$ cat config.mk
export PLATFORM = sky130hd
export DESIGN_NAME = pio_ram_read_port
export DESIGN_NICKNAME = d
export VERILOG_FILES = /design/src/rtl/pio_ram_read_port.sv
export SDC_FILE = /design/constraint.sdc
export NUM_CORES = 1
export LEC_CHECK = 0
export BUFFER_PORTS_ARGS = -buffer_cell sky130_fd_sc_hd__buf_2
export CORE_ASPECT_RATIO = 0.5
export CORE_UTILIZATION = 55
export CTS_CLUSTER_DIAMETER = 150
export DETAILED_ROUTE_END_ITERATION = 12
export GPL_TIMING_DRIVEN = 0
export PLACE_DENSITY_LB_ADDON = 0.15
export SKIP_CTS_REPAIR_TIMING = 1
export SLEW_MARGIN = 30
export SYNTH_ARGS = -nofsm -noshare
export SYNTH_HDL_FRONTEND = slang
export SYNTH_SLANG_ARGS = --single-unit
$ cat constraint.sdc
create_clock -name clk -period 1.9 [get_ports clk]
set_input_delay 0.19 -clock clk [delete_from_list [all_inputs] [get_ports clk]]
set_output_delay 0.19 -clock clk [all_outputs]
set_load 0.02 [all_outputs]
$ cat src/rtl/pio_ram_read_port.sv
// Host-side serial memory read port: sends a read address over the 2-bit tx
// link and returns the data/error reply deserialised from the 2-bit rx link.
module pio_ram_read_port #(
  parameter int unsigned ADDR_BITS = 16,
  parameter int unsigned DATA_BITS = 16,
  parameter int unsigned TIMEOUT   = 63
) (
  input  logic                 clk,
  input  logic                 rst_n,
  input  logic                 req_valid,
  output logic                 req_ready,
  input  logic [ADDR_BITS-1:0] req_addr,
  output logic                 resp_valid,
  output logic [DATA_BITS-1:0] resp_data,
  output logic                 resp_error,
  output logic [1:0]           tx_pins,
  input  logic [1:0]           rx_pins
);

  localparam int unsigned ADDR_BEATS = ADDR_BITS / 2;
  localparam int unsigned DATA_BEATS = DATA_BITS / 2;
  localparam int unsigned MAX_BEATS  = (ADDR_BEATS > DATA_BEATS) ? ADDR_BEATS : DATA_BEATS;
  localparam int unsigned BEAT_W     = (MAX_BEATS > 1) ? $clog2(MAX_BEATS) : 1;
  localparam int unsigned TO_W       = (TIMEOUT > 1) ? $clog2(TIMEOUT + 1) : 1;

  localparam logic [BEAT_W-1:0] ADDR_LAST = BEAT_W'(ADDR_BEATS - 1);
  localparam logic [BEAT_W-1:0] DATA_LAST = BEAT_W'(DATA_BEATS - 1);
  localparam logic [TO_W-1:0]   TO_LAST   = TO_W'(TIMEOUT - 1);

  // S_DONE holds the response pulse so req_ready rises one cycle after it
  typedef enum logic [2:0] {S_IDLE, S_SEND, S_WAIT, S_RECV, S_DONE} state_t;

  state_t                 state;
  state_t                 state_nxt;
  logic [1:0]             rx_q;
  logic [ADDR_BITS-1:0]   addr_sr;
  logic [DATA_BITS-1:0]   data_sr;
  logic [DATA_BITS-1:0]   data_shift;
  logic [BEAT_W-1:0]      beat_cnt;
  logic [TO_W-1:0]        to_cnt;
  logic                   err_q;

  logic [1:0]             tx_nxt;
  logic                   ready_nxt;
  logic                   valid_nxt;
  logic [DATA_BITS-1:0]   data_nxt;
  logic                   err_nxt;

  // Reply beats arrive LSB first, so each new beat enters at the top
  assign data_shift = (data_sr >> 2) | (DATA_BITS'(rx_q) << (DATA_BITS - 2));

  always_ff @(posedge clk) begin
    if (!rst_n) state <= S_IDLE;
    else        state <= state_nxt;
  end

  // Next-state: a timeout in WAIT takes priority over a start seen that cycle
  always_comb begin
    state_nxt = state;
    unique case (state)
      S_IDLE:  if (req_valid && req_ready) state_nxt = S_SEND;
      S_SEND:  if (beat_cnt == ADDR_LAST) state_nxt = S_WAIT;
      S_WAIT: begin
        if (to_cnt == TO_LAST)  state_nxt = S_DONE;
        else if (!rx_q[0])      state_nxt = S_RECV;
      end
      S_RECV:  if (beat_cnt == DATA_LAST) state_nxt = S_DONE;
      S_DONE:  state_nxt = S_IDLE;
      default: state_nxt = S_IDLE;
    endcase
  end

  // Next values of the registered outputs
  always_comb begin
    tx_nxt    = 2'b11;
    ready_nxt = (state_nxt == S_IDLE);
    valid_nxt = (state_nxt == S_DONE);
    data_nxt  = resp_data;
    err_nxt   = resp_error;
    unique case (state)
      S_IDLE: if (state_nxt == S_SEND) tx_nxt = 2'b10;
      S_SEND: tx_nxt = addr_sr[1:0];
      S_WAIT: begin
        if (state_nxt == S_DONE) begin
          data_nxt = '0;
          err_nxt  = 1'b1;
        end
      end
      S_RECV: begin
        if (state_nxt == S_DONE) begin
          err_nxt  = err_q;
          data_nxt = err_q ? '0 : data_shift;
        end
      end
      default: ;
    endcase
  end

  always_ff @(posedge clk) begin
    if (!rst_n) begin
      rx_q       <= 2'b11;
      tx_pins    <= 2'b11;
      req_ready  <= 1'b1;
      resp_valid <= 1'b0;
      resp_data  <= '0;
      resp_error <= 1'b0;
      addr_sr    <= '0;
      data_sr    <= '0;
      beat_cnt   <= '0;
      to_cnt     <= '0;
      err_q      <= 1'b0;
    end else begin
      rx_q       <= rx_pins;
      tx_pins    <= tx_nxt;
      req_ready  <= ready_nxt;
      resp_valid <= valid_nxt;
      resp_data  <= data_nxt;
      resp_error <= err_nxt;
      unique case (state)
        S_IDLE: begin
          if (state_nxt == S_SEND) begin
            addr_sr  <= req_addr;
            beat_cnt <= '0;
          end
        end
        S_SEND: begin
          addr_sr  <= addr_sr >> 2;
          beat_cnt <= beat_cnt + BEAT_W'(1);
          to_cnt   <= '0;
        end
        S_WAIT: begin
          if (state_nxt == S_RECV) begin
            err_q    <= rx_q[1];
            beat_cnt <= '0;
          end else begin
            to_cnt <= to_cnt + TO_W'(1);
          end
        end
        S_RECV: begin
          data_sr  <= data_shift;
          beat_cnt <= beat_cnt + BEAT_W'(1);
        end
        default: ;
      endcase
    end
  end

endmodule

==> flow_summary.yaml <==
outcome:
  status: "completed"
power:
  p_leak_nw: 1.34
  powerDensity_mw_per_mm2: 937
  ir_drop_uv: 567
sta:
  fin_crit_ns: 1.77
  fin_crit_sh_pct: 93.3
  finClkSkew_ns: 0.00643
  report.final.slew_viol_count: 0
  hold_viol: 0
  rsz0062_at_grt: "no"
  fin_tns_setup_ns: 0
  relSlewSlack_pct: 66.0
  max_slew.worst_pin.slew_ns: 0.510
  setup_viol: 0
  fmax_ghz: 0.564
layout:
  layout-area-overhead-vs-synth_pct: 19.7
  drive_gt1_share_pct: 21.0
  fin_nets: 363
  n_antenna_cell: 0
  final_cells: 409
  design_area_mm2: 0.00321
synthesis:
  ys_seq_elements: 66
  synth_cells: 286
  synth_top_area_cell: "dfxtp_1"
  synth.distinct_cells: 42
  netlist_area_mm2: 0.00269
  syn_avg_cell_area_um2: 9.39
  yosys-top-cells-count: "66 x dfxtp_1, 37 x a21oi_1, 37 x nand2_1, 21 x nor2_1, 18 x o21ai_0"
  synth_most_common_cell: "dfxtp_1"
  yosysSeqAreaShare_pct: 49.2
  yosys.area.top_type_share_pct: 49.2
  ys.flop_type: "dfxtp_1"
  synth_edf_count: 0
  ys_async_sr_fraction_pct: 0
  syn-num-nets: 311
  yosys_warnings: 0
  synth_area_leaders: "dfxtp_1 49%, a21oi_1 6.9%, mux2i_1 6.3%"
drt:
  wl_per_cell_um: 14.0
  drc: 0
  vias_per_cell: 5.57
  final_antenna_net_count: 0
  drt_iter0_markers: 141
  wirelength_mm: 5.75
  drt_first_pass_iters: 5
  routed-via-count: 2279
setup_path:
  cp_cell_sequence: "ha_1 -> ha_1 -> nand4b_1 -> o31a_1 -> buf_2 -> clkbuf_4 -> a22oi_1 -> nor2_1"
  slowest_delay_ns: 0.38
  cp-startpoint: "beat_cnt[0]$_SDFFE_PN0P_"
  crit_slowest_cell: "dfxtp_1"
  critPathRequiredTime_ns: 2.12
  crit_family: "adder cells"
  cp_max_fo: 10
  crit_top_cell: "ha_1"
  critical_path_arrival_ns: 1.99
  crit_path_start_kind: "flip-flop"
  reg2reg_from: "beat_cnt[0]$_SDFFE_PN0P_"
  worst-path-buf-inv: 2
  critical_path_class: "reg -> reg"
  critPathCaptureType: "flip-flop"
cts:
  cts_sinks: 66
  cts.clk_slew.worst_paths_ns: 0.07
  numCtsBuffers: 9
  cts_root_buf: "clkbuf_8"
  clock_latency_ns: 0.35
  cts.htree.levels: 3
  cts_tree: "done"
  cts_buffer_depth: 2
worst_hold_path:
  worst_hold_startpoint: "rx_pins[1]"
  holdCritPathClass: "in -> reg"
placed_design:
  postPlaceCellArea_mm2: 0.00297
  hpwl_mm: 3.94
  gp_congestion: 0.833
  place_inst: 393
  io_buffers: 41
global_route:
  grt-ovfl-total: 0
  antenna_found_initial: 0
  grt_pass1_wl_mm: 9.47
  grt_pass1_vias: 2014
  grt_max_degree: 13
  grt_usage_pct: 24.8
floorplanning:
  rows: 17
  fp.dieW_um: 101
  start_util_pct: 59.0
  ioPinCount: 42
  die-area_mm2: 0.00518
  core-area_mm2: 0.00455
  die_y_um: 51.4
run:
  maxCapViolCount: 0
[registers in the layout, indices dropped and copies added (netlist names)]
register and count:
to_cnt 6, resp_data 16, beat_cnt 3, resp_valid 1, resp_error 1, rx_q 2, addr_sr 16, data_sr 14
req_ready 1, state 3, err_q 1, tx_pins 2
[cell type report]
type                            instances  area, um2
Inverter                                4       15.0
Clock buffer                           10        138
Multi-Input combinational cell        196       1240
Tap cell                               66       82.6
Clock inverter                          6       88.8
Fill cell                             395       1340
Buffer                                 20        128
Sequential cell                        66       1320
Timing Repair Buffer                   41        205
[per-layer routing]
| metal | vias up | GRT usage (%) | wire, um |
|---|---|---|---|
| met5 | - | 0 | 0 |
| met4 | 0 | 11.1 | 74 |
| met3 | 8 | 7.93 | 346 |
| met2 | 65 | 40.1 | 2770 |
| met1 | 1083 | 30.7 | 2550 |
| li1 | 1123 | - | - |
[cell usage in the layout (no fill, tap or decap), drive strengths merged, types with 2 or more instances in the layout]
cell type  Yosys  routed
a31oi          2       2
ha             4       4
o221ai         3       3
clkinvlp       0       2
mux2i         17      17
clkbuf        11      22
o21ai         18      18
nand2         37      37
dfxtp         66      66
nand4b         4       4
nor2          21      21
inv            4       5
a22oi         16      16
nand2b         5       5
nand3b         2       2
or4            4       4
or3            4       4
nor3           2       2
bufinv         0       2
buf            9      49
a21oi         37      37
[kinds of logic after synthesis]
logic type / count (synthesis) / share of synthesized area [%]
and+or+nand+nor: 88 / 17.5
muxes: 18 / 6.75
DFF: 66 / 49.2
buffers and inverters: 24 / 5.22
xor gates and xnor gates: 1 / 0.326
adders and majority gates: 4 / 1.86
AOI/OAI and AO/OA: 85 / 19.2
[worst paths after layout]
kind	endpoint	slack, ns	depth (start not counted)
setup / recovery	resp_data[15]$_SDFFE_PN0P_	0.13	8
hold / removal	rx_q[1]$_SDFF_PN1_	0.02	2
setup reg to reg	resp_data[15]$_SDFFE_PN0P_	0.13	8
hold reg to reg	resp_error$_SDFFE_PN0P_	0.45	2
[stage by stage]
step           hold slack, ns  setup slack (ns)  utilization (%)  power [W]
5_1_grt                0.0222           0.00128             70.6    0.00312
3_5_place_dp            0.376             0.110             65.3    0.00171
3_3_place_gp            0.371             0.148             65.3    0.00170
4_1_cts                0.0159            0.0907             70.3    0.00302
2_1_floorplan           0.263             0.323                -    0.00164
6_report               0.0228             0.127             70.6    0.00301
[report_power, final]
part / switching [W] / internal (W) / leakage [nW] / total [W]
clock network: 0.000547 / 0.000776 / 0.109 / 0.00132
registers: 0.0000279 / 0.00143 / 0.536 / 0.00146
logic: 0.000127 / 0.000103 / 0.693 / 0.000230
total: 0.000702 / 0.00231 / 1.34 / 0.00301
Note: power is estimated with default switching activity, not from simulation.
